$ cat src/rtl/reg_file_scb_pkg.sv
// Shared defaults and address type for the IITB-RISC register file.
package reg_file_pkg;

    localparam int DEF_DATA_W   = 16;
    localparam int DEF_NUM_REGS = 8;
    localparam int ADDR_W       = $clog2(DEF_NUM_REGS);
    localparam int PC_IDX       = DEF_NUM_REGS - 1;

    typedef logic [ADDR_W-1:0] reg_addr_t;

endpackage

$ cat src/rtl/reg_file_scb_if.sv
// Register file bus: read ports, writeback, PC update, scoreboard control.
interface reg_file_scb_if #(
    parameter int DATA_W   = 16,
    parameter int NUM_REGS = 8
);
    localparam int ADDR_W = $clog2(NUM_REGS);

    logic [ADDR_W-1:0]   rd_addr1;
    logic [ADDR_W-1:0]   rd_addr2;
    logic [DATA_W-1:0]   rd_data1;
    logic [DATA_W-1:0]   rd_data2;
    logic                rd_busy1;
    logic                rd_busy2;
    logic                wr_en;
    logic [ADDR_W-1:0]   wr_addr;
    logic [DATA_W-1:0]   wr_data;
    logic                pc_wr;
    logic [DATA_W-1:0]   pc_next;
    logic [DATA_W-1:0]   pc;
    logic                claim_en;
    logic [ADDR_W-1:0]   claim_addr;
    logic                flush;
    logic [NUM_REGS-1:0] busy_vec;

    // Pipeline side (decode/issue/writeback).
    modport master (
        output rd_addr1, rd_addr2, wr_en, wr_addr, wr_data, pc_wr, pc_next,
               claim_en, claim_addr, flush,
        input  rd_data1, rd_data2, rd_busy1, rd_busy2, pc, busy_vec
    );

    // Register file side.
    modport slave (
        input  rd_addr1, rd_addr2, wr_en, wr_addr, wr_data, pc_wr, pc_next,
               claim_en, claim_addr, flush,
        output rd_data1, rd_data2, rd_busy1, rd_busy2, pc, busy_vec
    );

endinterface

$ cat src/rtl/reg_file_scb_busy.sv
// Pending-write scoreboard: one busy bit per register, claim/clear/flush.
module reg_busy_scb #(
    parameter int NUM_REGS = 8,
    parameter int ADDR_W   = $clog2(NUM_REGS)
) (
    input  logic                clk,
    input  logic                rst,
    input  logic                claim_en_i,
    input  logic [ADDR_W-1:0]   claim_addr_i,
    input  logic                flush_i,
    input  logic                wr_en_i,
    input  logic [ADDR_W-1:0]   wr_addr_i,
    input  logic [ADDR_W-1:0]   rd_addr1_i,
    input  logic [ADDR_W-1:0]   rd_addr2_i,
    output logic [NUM_REGS-1:0] busy_vec_o,
    output logic                rd_busy1_o,
    output logic                rd_busy2_o
);

    logic [NUM_REGS-1:0] busy_q, busy_d;

    // Next state: flush beats a new claim, a new claim beats the old producer's writeback.
    // Out-of-range claim/write addresses never match any bit, so they are ignored.
    always_comb begin
        busy_d = busy_q;
        for (int i = 0; i < NUM_REGS; i++) begin
            if (flush_i)
                busy_d[i] = 1'b0;
            else if (claim_en_i && claim_addr_i == ADDR_W'(i))
                busy_d[i] = 1'b1;
            else if (wr_en_i && wr_addr_i == ADDR_W'(i))
                busy_d[i] = 1'b0;
        end
    end

    // Scoreboard state register.
    always_ff @(posedge clk or posedge rst) begin
        if (rst) busy_q <= '0;
        else     busy_q <= busy_d;
    end

    // Arriving writeback data is bypassed, so its reader need not stall.
    always_comb begin
        rd_busy1_o = 1'b0;
        rd_busy2_o = 1'b0;
        if (32'(rd_addr1_i) < NUM_REGS)
            rd_busy1_o = busy_q[rd_addr1_i] && !(wr_en_i && wr_addr_i == rd_addr1_i);
        if (32'(rd_addr2_i) < NUM_REGS)
            rd_busy2_o = busy_q[rd_addr2_i] && !(wr_en_i && wr_addr_i == rd_addr2_i);
    end

    assign busy_vec_o = busy_q;

endmodule

$ cat src/rtl/reg_file_scb.sv
// Register file with write-through bypass, PC register and busy scoreboard.
module reg_file_scb
    import reg_file_pkg::*;
#(
    parameter int                DATA_W   = DEF_DATA_W,
    parameter int                NUM_REGS = DEF_NUM_REGS,
    parameter logic [DATA_W-1:0] RST_PC   = '0
) (
    input  logic         clk,
    input  logic         rst,
    reg_file_scb_if.slave bus
);

    localparam int AW  = $clog2(NUM_REGS);
    localparam int PCI = NUM_REGS - 1;
    localparam logic [AW-1:0] PC_A = AW'(PCI);

    logic [NUM_REGS-1:0][DATA_W-1:0] regs_q, regs_d;
    logic                            wr_ok;

    assign wr_ok = bus.wr_en && (32'(bus.wr_addr) < NUM_REGS);

    // Bypassed read: value the register will hold after this edge.
    function automatic logic [DATA_W-1:0] rd_mux(
        input logic [AW-1:0]                   a,
        input logic [NUM_REGS-1:0][DATA_W-1:0] r,
        input logic                            we,
        input logic [AW-1:0]                   wa,
        input logic [DATA_W-1:0]               wd,
        input logic                            pw,
        input logic [DATA_W-1:0]               pn
    );
        if (32'(a) >= NUM_REGS)   return '0;
        if (we && wa == a)        return wd;
        if (pw && a == PC_A)      return pn;
        return r[a];
    endfunction

    assign bus.rd_data1 = rd_mux(bus.rd_addr1, regs_q, wr_ok, bus.wr_addr, bus.wr_data,
                                 bus.pc_wr, bus.pc_next);
    assign bus.rd_data2 = rd_mux(bus.rd_addr2, regs_q, wr_ok, bus.wr_addr, bus.wr_data,
                                 bus.pc_wr, bus.pc_next);
    assign bus.pc       = regs_q[PCI];

    // Next state: sequential PC first, so a writeback to the PC slot overrides it.
    always_comb begin
        regs_d = regs_q;
        if (bus.pc_wr) regs_d[PCI]         = bus.pc_next;
        if (wr_ok)     regs_d[bus.wr_addr] = bus.wr_data;
    end

    // Storage; reset clears everything except the PC slot.
    always_ff @(posedge clk or posedge rst) begin
        if (rst) begin
            regs_q      <= '0;
            regs_q[PCI] <= RST_PC;
        end else begin
            regs_q <= regs_d;
        end
    end

    reg_busy_scb #(.NUM_REGS(NUM_REGS), .ADDR_W(AW)) u_scb (
        .clk          (clk),
        .rst          (rst),
        .claim_en_i   (bus.claim_en),
        .claim_addr_i (bus.claim_addr),
        .flush_i      (bus.flush),
        .wr_en_i      (bus.wr_en),
        .wr_addr_i    (bus.wr_addr),
        .rd_addr1_i   (bus.rd_addr1),
        .rd_addr2_i   (bus.rd_addr2),
        .busy_vec_o   (bus.busy_vec),
        .rd_busy1_o   (bus.rd_busy1),
        .rd_busy2_o   (bus.rd_busy2)
    );

endmodule

$ cat src/flat_wrapper.sv
// flat-port wrapper written by rule: the top's interface ports become plain ports
module reg_file_scb_flat import reg_file_pkg::*;
#(
    parameter int                DATA_W   = DEF_DATA_W,
    parameter int                NUM_REGS = DEF_NUM_REGS,
    parameter logic [DATA_W-1:0] RST_PC   = '0
)
  (clk, rst, bus_rd_addr1, bus_rd_addr2, bus_wr_en, bus_wr_addr, bus_wr_data, bus_pc_wr, bus_pc_next, bus_claim_en, bus_claim_addr, bus_flush, bus_rd_data1, bus_rd_data2, bus_rd_busy1, bus_rd_busy2, bus_pc, bus_busy_vec);
  reg_file_scb_if #(.DATA_W(DATA_W), .NUM_REGS(NUM_REGS)) bus_i ();
  input  logic clk;
  input  logic rst;
  input wire logic [$bits(bus_i.rd_addr1)-1:0] bus_rd_addr1;
  input wire logic [$bits(bus_i.rd_addr2)-1:0] bus_rd_addr2;
  input wire logic [$bits(bus_i.wr_en)-1:0] bus_wr_en;
  input wire logic [$bits(bus_i.wr_addr)-1:0] bus_wr_addr;
  input wire logic [$bits(bus_i.wr_data)-1:0] bus_wr_data;
  input wire logic [$bits(bus_i.pc_wr)-1:0] bus_pc_wr;
  input wire logic [$bits(bus_i.pc_next)-1:0] bus_pc_next;
  input wire logic [$bits(bus_i.claim_en)-1:0] bus_claim_en;
  input wire logic [$bits(bus_i.claim_addr)-1:0] bus_claim_addr;
  input wire logic [$bits(bus_i.flush)-1:0] bus_flush;
  output wire logic [$bits(bus_i.rd_data1)-1:0] bus_rd_data1;
  output wire logic [$bits(bus_i.rd_data2)-1:0] bus_rd_data2;
  output wire logic [$bits(bus_i.rd_busy1)-1:0] bus_rd_busy1;
  output wire logic [$bits(bus_i.rd_busy2)-1:0] bus_rd_busy2;
  output wire logic [$bits(bus_i.pc)-1:0] bus_pc;
  output wire logic [$bits(bus_i.busy_vec)-1:0] bus_busy_vec;
  assign bus_i.rd_addr1 = bus_rd_addr1;
  assign bus_i.rd_addr2 = bus_rd_addr2;
  assign bus_i.wr_en = bus_wr_en;
  assign bus_i.wr_addr = bus_wr_addr;
  assign bus_i.wr_data = bus_wr_data;
  assign bus_i.pc_wr = bus_pc_wr;
  assign bus_i.pc_next = bus_pc_next;
  assign bus_i.claim_en = bus_claim_en;
  assign bus_i.claim_addr = bus_claim_addr;
  assign bus_i.flush = bus_flush;
  assign bus_rd_data1 = bus_i.rd_data1;
  assign bus_rd_data2 = bus_i.rd_data2;
  assign bus_rd_busy1 = bus_i.rd_busy1;
  assign bus_rd_busy2 = bus_i.rd_busy2;
  assign bus_pc = bus_i.pc;
  assign bus_busy_vec = bus_i.busy_vec;
  reg_file_scb #(.DATA_W(DATA_W), .NUM_REGS(NUM_REGS), .RST_PC(RST_PC)) u_core (.clk(clk), .rst(rst), .bus(bus_i));
endmodule
$ cat config.mk
export PLATFORM = sky130hd
export DESIGN_NAME = reg_file_scb_flat
export DESIGN_NICKNAME = d
export VERILOG_FILES = /design/src/rtl/reg_file_scb_pkg.sv /design/src/rtl/reg_file_scb_if.sv /design/src/rtl/reg_file_scb_busy.sv /design/src/rtl/reg_file_scb.sv /design/src/flat_wrapper.sv
export SDC_FILE = /design/constraint.sdc
export NUM_CORES = 1
export LEC_CHECK = 0
export CAP_MARGIN = 20
export CORE_ASPECT_RATIO = 0.9
export CORE_UTILIZATION = 50
export CTS_BUF_LIST = sky130_fd_sc_hd__clkbuf_2
export CTS_CLUSTER_SIZE = 24
export DETAILED_ROUTE_END_ITERATION = 16
export PLACE_DENSITY_LB_ADDON = 0.05
export SETUP_SLACK_MARGIN = 0.2
export SYNTH_ARGS = -nofsm -noshare
export SYNTH_HDL_FRONTEND = slang
export SYNTH_SLANG_ARGS = --single-unit
export TNS_END_PERCENT = 10
$ cat constraint.sdc
create_clock -name clk -period 6.25 [get_ports clk]
set_input_delay 0.625 -clock clk [delete_from_list [all_inputs] [get_ports clk]]
set_output_delay 0.625 -clock clk [all_outputs]
set_load 0.05 [all_outputs]
After elaboration in Yosys (flattened, before gate mapping)
Cells that the tools add are included.
{ "totals": {"wordCells": 124, "out_inout_bits": 58, "in_bits": 50, "reg_bits": 136} }
{ "classes": {"eq_ne": 18, "n_reduce_logical": 35, "magnitude_cmp": 4, "mux": 51} }
{ "ops": {"columns": ["operator", "n"], "rows": [
  ["$mux 16", 12],
  ["$bwmux 128", 1],
  ["$mux 128", 1],
  ["$bmux 16 s3", 2],
  ["$demux 16 s3", 1],
  ["$mux 1", 32],
  ["$eq 3x3->1 const B", 10],
  ["$reduce_bool 3->1", 8],
  ["$logic_and 1x1->1", 23],
  ["$eq 3x2->1 const B", 4],
  ["$lt 3x4->1 const B", 3],
  ["$bmux 1 s3", 2],
  ["$eq 3x1->1 const B", 2],
  ["$eq 3x3->1", 2],
  ["$logic_not 3->1", 2],
  ["$ge 3x1->1 const B", 1],
  ["$logic_not 1->1", 2]
]} }

Longest topological paths before layout
Gate-level depths: netlist (run 1).
{ "depth": {"depth_word": 6, "depth_mapped": 7, "ltp_nobuf": 4} }

By module
From an unflattened synthesis (run 1), not the netlist that was laid out.
{ "hier_totals": {"cells_unflattened": 658, "area_unflattened_um2": 8680.8} }
{ "modules_own_cells": {"columns": ["mod", "cells_each", "n_inst", "seq_area_each_um2", "area_each_um2"], "rows": [
  ["reg_file_scb", 583, 1, 3203.1, 8045.2],
  ["reg_busy_scb", 75, 1, 200.2, 635.6]
]} }

Worst setup path after synthesis (run 1)
No wires, ideal clock.
{ "synth_timing": {"path_kind": "in2out", "start": "input bus_wr_addr[2]", "end": "output bus_rd_busy1", "arrival_time_ps": 2090, "n_path_buf": 3, "cell_stages": 6, "path_slack_ps": 3535, "required_time_ps": 5625, "path_cell_list": "buf_4 -> xnor2_1 -> and4_1 -> buf_2 -> clkbuf_1 -> nor2_1"} }
{ "synth_via": {"elab_chain_len": 4} }
{ "synth_lines": {"columns": ["element", "line_no", "rtl"], "rows": [
  ["start: declaration", "flat_wrapper.sv:15", "input wire logic [$bits(bus_i.wr_addr)-1:0] bus_wr_addr;"],
  ["$eq 3x3->1", "reg_file_scb_busy.sv:47", "rd_busy1_o = busy_q[rd_addr1_i] && !(wr_en_i && wr_addr_i == rd_addr1_i);"],
  ["$logic_and 1x1->1", "reg_file_scb_busy.sv:47", null],
  ["$logic_not 1->1", "reg_file_scb_busy.sv:47", null],
  ["$logic_and 1x1->1", "reg_file_scb_busy.sv:47", null],
  ["end: declaration", "flat_wrapper.sv:24", "output wire logic [$bits(bus_i.rd_busy1)-1:0] bus_rd_busy1;"]
]} }
Every way passes these cells.

Worst setup path in the final report (run 1)
{ "layout_timing": {"start": "input bus_rd_addr1[2]", "end": "output bus_rd_data1[1]"} }
{ "layout_via": {"elab_chain_len": 6, "word_cells_on_any_way": 12, "cone_classes": "eq/ne (2); mux (8); reduce/logical (2)"} }
{ "layout_lines": {"columns": ["element", "line_no", "rtl"], "rows": [
  ["start: declaration", "flat_wrapper.sv:12", "input wire logic [$bits(bus_i.rd_addr1)-1:0] bus_rd_addr1;"],
  ["$eq 3x3->1", "reg_file_scb.sv:35", "if (pw && a == PC_A) return pn;"],
  ["$logic_and 1x1->1", "reg_file_scb.sv:35", null],
  ["$mux 1 (2 in series)", "reg_file_scb.sv:35", null],
  ["$mux 16", "reg_file_scb.sv:36", "return r[a];"],
  ["$mux 16 *", "reg_file_scb.sv:35", null],
  ["end: declaration", "flat_wrapper.sv:22", "output wire logic [$bits(bus_i.rd_data1)-1:0] bus_rd_data1;"]
]} }
Mark *: on every way between the ends. The rest lies on a longest branch, timed or not. The select of a mux whose other input is x is not followed.

==> results of run 1 <==
[layer usage]
metal | GRT usage (%) | vias up | wire (µm)
met3 | 4.52 | 8 | 744
li1 | - | 2543 | -
met2 | 41.3 | 137 | 10200
met5 | 0 | - | 0
met1 | 36.3 | 2941 | 10200
met4 | 5.17 | 0 | 116
[power by group]
group	switching (mW)	internal, mW
clock	0.325	0.219
sequential	0.122	1.05
combinational	0.537	0.527
[area by class of cell]
type	count	area share, %
clock inverter	13	1.61
tap	207	2.66
sequential	136	35.0
timing repair buffer	125	12.4
inverter	1	0.0644
antenna	5	0.129
clock buffer	18	0.927
multi-input combinational	405	47.2
[synthesized netlist by cell type, types with 4 or more instances]
library cell | n | share of area [%]
buf_1 | 13 | 0.57
clkbuf_1 | 9 | 0.40
nor2_1 | 54 | 2.4
xnor2_1 | 6 | 0.61
buf_12 | 6 | 1.4
a211oi_1 | 32 | 2.8
mux2i_1 | 50 | 5.9
nand2b_1 | 4 | 0.29
buf_4 | 29 | 2.5
a21o_1 | 32 | 2.8
nand2_1 | 5 | 0.22
buf_2 | 23 | 1.3
mux4_2 | 18 | 4.7
dfrtp_1 | 136 | 40
a21oi_1 | 21 | 1.2
mux4_1 | 50 | 15
mux2_2 | 109 | 14
nand4_1 | 4 | 0.29
[kinds of logic after synthesis]
family / share of synthesized area, %
compound gates: 7.16
xor+xnor: 0.615
buf+inv: 6.70
flops: 39.8
mux: 40.7
simple gates: 5.02
[worst max-delay path by stage]
| stage | from | end | slack [ns] |
|---|---|---|---|
| after floorplan | rst | asynchronous set/reset pin | 1.99 |
| after global placement | bus_rd_addr1[0] | bus_rd_data1[15] | 2.14 |
| after detailed placement | bus_rd_addr1[2] | bus_rd_data1[1] | 2.17 |
| after CTS | bus_rd_addr1[2] | bus_rd_data1[1] | 2.15 |
| after global routing | bus_rd_addr1[2] | bus_rd_data1[6] | 1.98 |
| final | bus_rd_addr1[2] | bus_rd_data1[1] | 2.14 |
[per-stage QoR]
step	cell area (µm²)	power (mW)	utilization (%)	instances	hold slack (ns)
floorplan	8550	1.98	-	625	0.464
global placement	9430	2.22	57.5	873	0.483
detailed placement	9430	2.26	57.5	873	0.494
CTS	9680	2.80	59.0	904	0.519
global route	9720	2.93	59.3	910	0.211
finish	9720	2.78	59.3	910	0.294
==> flow_metrics.py, run 1 <==
metrics = {
    "run_status": {
        "status": "finished clean",
    },
    "pwr": {
        "power.density_cell_area_nw_per_um2": 286,
        "leakage_nw": 4.26,
        "vdd_drop_max_uv": 191,
    },
    "critical_path": {
        "crit_slowest_cell": "clkdlybuf4s50_1",
        "reg2regPathDepth": 2,
        "worst_setup_path_end_kind": "output port",
        "critical_path.reg2reg.startpoint": "u_core.bus.pc[15]",
        "crit_family": "buffers and inverters",
        "worstPathArrival_ns": 3.49,
        "cp_cell_sequence": "clkdlybuf4s50_1 -> nand4_1 -> buf_4 -> a211oi_1 -> a21o_1 -> clkdlybuf4s50_1",
        "required_time_worst_endpoint_ns": 5.62,
        "cp-start-kind": "input pin",
        "path_class": "in2out",
        "r2r_slack_ns": 5.43,
        "critical-path-max-stage-delay_ns": 0.86,
        "crit-reg2reg-capture": "u_core.bus.pc[15]",
        "crit_buf_inv": 3,
        "critical_path_depth": 6,
        "worstPathMaxFanout": 26,
        "worst_path_most_repeated_cell": "clkdlybuf4s50_1",
    },
    "cts": {
        "cts_inserted_buffers": 17,
        "cts_post_setup_buffers_inserted": 0,
        "cts_resized": 0,
        "worst_setup_hold_path_clk_slew_ns": 0.23,
        "root_buffer": "clkbuf_2",
        "cts_sinks": 136,
        "tritoncts_clock_tree": "yes",
        "hold_buffers": 0,
        "cts_htree_levels": 4,
        "cts-root-to-sink-buffers": 2,
        "clk-insertion-delay-late_ns": 0.67,
    },
    "placement": {
        "numPortBuffers": 107,
        "final_wtd_congestion": 0.771,
        "place_ws_ns": 2.17,
        "post-dp-hpwl_um": 13100,
    },
    "detailed_routing": {
        "drc_violations_left": 0,
        "vias_post_dr": 5629,
        "totalWireLength_um": 21200,
        "starting_drc_count_in_detailed_routing": 306,
        "count_of_antenna_violating_nets_left_after_detailed_routing": 0,
        "detail_route.first_pass.iterations": 4,
        "detail_route.wl_per_cell_um": 23.3,
        "viasPerCell": 6.19,
    },
    "run": {
        "maxcap_violations": 0,
    },
    "synthesis": {
        "yosysUniqueCellTypes": 29,
        "synth_top_flop_cell": "dfrtp_1",
        "syn_nets": 675,
        "number_of_enable_type_register_cells_in_the_synthesized_netlist": 0,
        "synth_seq_cells": 136,
        "syn_avg_cell_area_um2": 13.7,
        "yosys_warnings": 0,
        "synth_sequential_area_ratio_pct": 39.8,
        "mappedNetlistArea_um2": 8550,
        "postSynth.asyncResetShare_pct": 100,
        "syn_inst": 625,
    },
    "floorplanning": {
        "dieWidth_um": 140,
        "core-area_um2": 16400,
        "start_util_pct": 52.1,
        "design.portCount": 108,
        "die_height_um": 126,
        "total_number_of_placement_rows": 44,
        "fp.dieArea_um2": 17600,
    },
    "timing": {
        "finalCriticalPeriod_ns": 4.11,
        "final_setup_vio_count": 0,
        "grt_setup_unrepaired": "no",
        "post-route-worst-setup-slack_ns": 2.14,
        "layout_worst_path_cycle_share_pct": 65.8,
        "timing_worst_slew_pin_value_ns": 1.02,
        "achievable-frequency_mhz": 243,
        "finalSetupTns_ns": 0,
        "report.final.hold_viol_count": 0,
        "worst_slew_margin_rel_pct": 32.2,
        "final_number_of_max_transition_violations": 0,
        "fin_worst_skew_ns": 0,
    },
    "global_route": {
        "via_count_of_the_first_global_routing_pass": 5850,
        "gr_util_all_layers_pct": 25.5,
        "grt_antenna_before_repair": 1,
        "pin_count_of_the_biggest_net_entering_global_routing": 86,
        "global_route.overflow_total": 0,
        "grt_first_pass_wirelength_um": 33700,
    },
    "cells_and_area": {
        "most_common_cell_after_layout_fill_and_taps_aside": "dfrtp_1",
        "n_fill_cell": 1309,
        "register_area_um2": 3400,
        "mostFrequentLayoutCells": "dfrtp_1 (136), mux2_2 (109), clkdlybuf4s50_1 (103), nor2_1 (54)",
        "design.final.nets": 736,
        "post_route_cells_drive_above_1_share_pct": 26.8,
        "multi_input_area_um2": 4590,
        "synthToLayoutAreaGrowth_pct": 13.7,
    },
    "hold_path": {
        "hp-class": "in2async",
    },
}
Power figures use the tool's default switching activity.
==> run 2, diff against run 1 <==
==> constraint.sdc (replaced) <==
create_clock -name clk -period 3.69 [get_ports clk]
set_input_delay 0.369 -clock clk [delete_from_list [all_inputs] [get_ports clk]]
set_output_delay 0.369 -clock clk [all_outputs]
set_load 0.05 [all_outputs]
==> flow_metrics.py, run 2 (synthesis results as in run 1) <==
metrics = {
    "run_status": {
        "status": "finished clean",
    },
    "cells_and_area": {
        "mostFrequentLayoutCells": "dfrtp_1 (136), mux2_2 (109), clkdlybuf4s50_1 (69), nor2_1 (54)",
        "post_route_cells_drive_above_1_share_pct": 33.2,
        "synthToLayoutAreaGrowth_pct": 19.2,
        "design.final.nets": 750,
        "num_antenna_cells": 0,
        "most_common_cell_after_layout_fill_and_taps_aside": "dfrtp_1",
    },
    "global_route": {
        "global_route.overflow_total": 0,
        "grt_antenna_before_repair": 0,
        "pin_count_of_the_biggest_net_entering_global_routing": 82,
        "grt_first_pass_wirelength_um": 34000,
        "via_count_of_the_first_global_routing_pass": 6019,
        "gr_util_all_layers_pct": 25.7,
    },
    "timing": {
        "achievable-frequency_mhz": 351,
        "timing_worst_slew_pin_value_ns": 0.721,
        "worst_slew_margin_rel_pct": 51.9,
        "finalCriticalPeriod_ns": 2.85,
        "final_number_of_max_transition_violations": 0,
        "finalSetupTns_ns": 0,
        "final_setup_vio_count": 0,
        "grt_setup_unrepaired": "no",
        "post-route-worst-setup-slack_ns": 0.844,
        "report.final.hold_viol_count": 0,
        "fin_worst_skew_ns": 0,
        "layout_worst_path_cycle_share_pct": 77.1,
    },
    "pwr": {
        "power.share.switching_pct": 34.6,
        "power.density_cell_area_nw_per_um2": 501,
        "leakage_nw": 4.52,
        "netSwitchingPower_mw": 1.77,
        "power.share.clock_pct": 20.2,
        "power.share.combinational_pct": 40.7,
        "sequentialPowerShare_pct": 39.0,
        "vdd_drop_max_uv": 345,
        "internal-power_mw": 3.34,
    },
    "cts": {
        "worst_setup_hold_path_clk_slew_ns": 0.20,
        "cts_sinks": 136,
        "clk-insertion-delay-late_ns": 0.70,
        "cts_resized": 0,
        "cts-root-to-sink-buffers": 2,
        "cts_post_setup_buffers_inserted": 0,
        "tritoncts_clock_tree": "yes",
        "root_buffer": "clkbuf_2",
        "hold_buffers": 0,
        "cts_htree_levels": 4,
        "cts_inserted_buffers": 17,
    },
    "run": {
        "maxcap_violations": 0,
    },
    "critical_path": {
        "worstPathArrival_ns": 2.48,
        "path_class": "in2out",
        "crit_slowest_cell": "clkdlybuf4s50_1",
        "cp-start-kind": "input pin",
        "worst_setup_path_end_kind": "output port",
        "critical-path-max-stage-delay_ns": 0.84,
        "crit_family": "buffers and inverters",
        "worstPathMaxFanout": 33,
        "cp_cell_sequence": "clkdlybuf4s50_1 -> xnor2_1 -> and4_1 -> buf_4 -> a211oi_1 -> a21o_1 -> buf_12",
        "crit_buf_inv": 3,
        "required_time_worst_endpoint_ns": 3.32,
    },
    "floorplanning": {
        "total_number_of_placement_rows": 44,
        "start_util_pct": 52.1,
        "die_height_um": 126,
        "design.portCount": 108,
        "core-area_um2": 16400,
        "fp.dieArea_um2": 17600,
        "dieWidth_um": 140,
    },
    "detailed_routing": {
        "detail_route.wl_per_cell_um": 23.3,
        "starting_drc_count_in_detailed_routing": 335,
        "detail_route.first_pass.iterations": 5,
        "count_of_antenna_violating_nets_left_after_detailed_routing": 0,
        "vias_post_dr": 5750,
        "viasPerCell": 6.25,
        "totalWireLength_um": 21400,
        "drc_violations_left": 0,
    },
    "placement": {
        "final_wtd_congestion": 0.804,
        "post-dp-hpwl_um": 13800,
        "numPortBuffers": 107,
        "place_ws_ns": 0.821,
    },
    "hold_path": {
        "hp-class": "in2async",
    },
}
-- run 2: area by class of cell --
| class | count | area, µm² |
|---|---|---|
| multi-input combinational | 405 | 4590 |
| clock inverter | 15 | 200 |
| sequential | 136 | 3400 |
| inverter | 1 | 7.51 |
| timing repair buffer | 139 | 1650 |
| fill | 1268 | 6210 |
| tap | 207 | 259 |
| clock buffer | 17 | 85.1 |
-- run 2: layer usage --
metal / wire, µm / part of all wire, % / up-vias / global-route usage (%)
li1: - / - / 2550 / -
met1: 9620 / 45 / 3003 / 35.6
met2: 10600 / 49 / 178 / 42.1
met3: 1010 / 4.7 / 19 / 4.71
met4: 236 / 1.1 / 0 / 6.33
met5: 0 / 0 / - / 0
-- run 2: final timing paths --
check                                from  depth (start not counted)  slack (ns)                    endpoint
min                                   rst                          3        0.11  u_core.u_scb.busy_vec_o[0]
min in group clk           bus_pc_next[6]                          3        0.32            u_core.bus.pc[6]
max reg2reg                     flip-flop                          1        2.88                   flip-flop
min reg2reg                     flip-flop                          1        0.54                   flip-flop
max in group asynchronous             rst                          3        2.96  asynchronous set/reset pin
max                        bus_wr_addr[2]                          7        0.84             bus_rd_data2[6]
-- run 2: tightest hold or removal path, delay by kind of cell --
kind / cells / cell delay (ns)
buffers and inverters: 3 / 0.88
-- run 2: metrics by stage --
step	instances	hold WS, ns	area [µm²]	utilization, %	power [mW]
2_1_floorplan	625	0.464	8550	-	3.35
3_3_place_gp	887	0.474	9880	60.2	4.03
3_5_place_dp	887	0.499	9880	60.2	4.10
5_1_grt	920	0.0557	10200	62.1	5.35
6_report	920	0.110	10200	62.1	5.11
4_1_cts	919	0.181	10200	62.0	5.14
-- run 2: power groups by stage --
stage	clock [mW]	sequential [mW]	combinational, mW
after floorplan	0	1.95	1.40
after global placement	0	1.98	2.06
after detailed placement	0	2.02	2.08
after CTS	1.06	1.99	2.09
after global routing	1.13	2.04	2.18
final	1.03	1.99	2.08
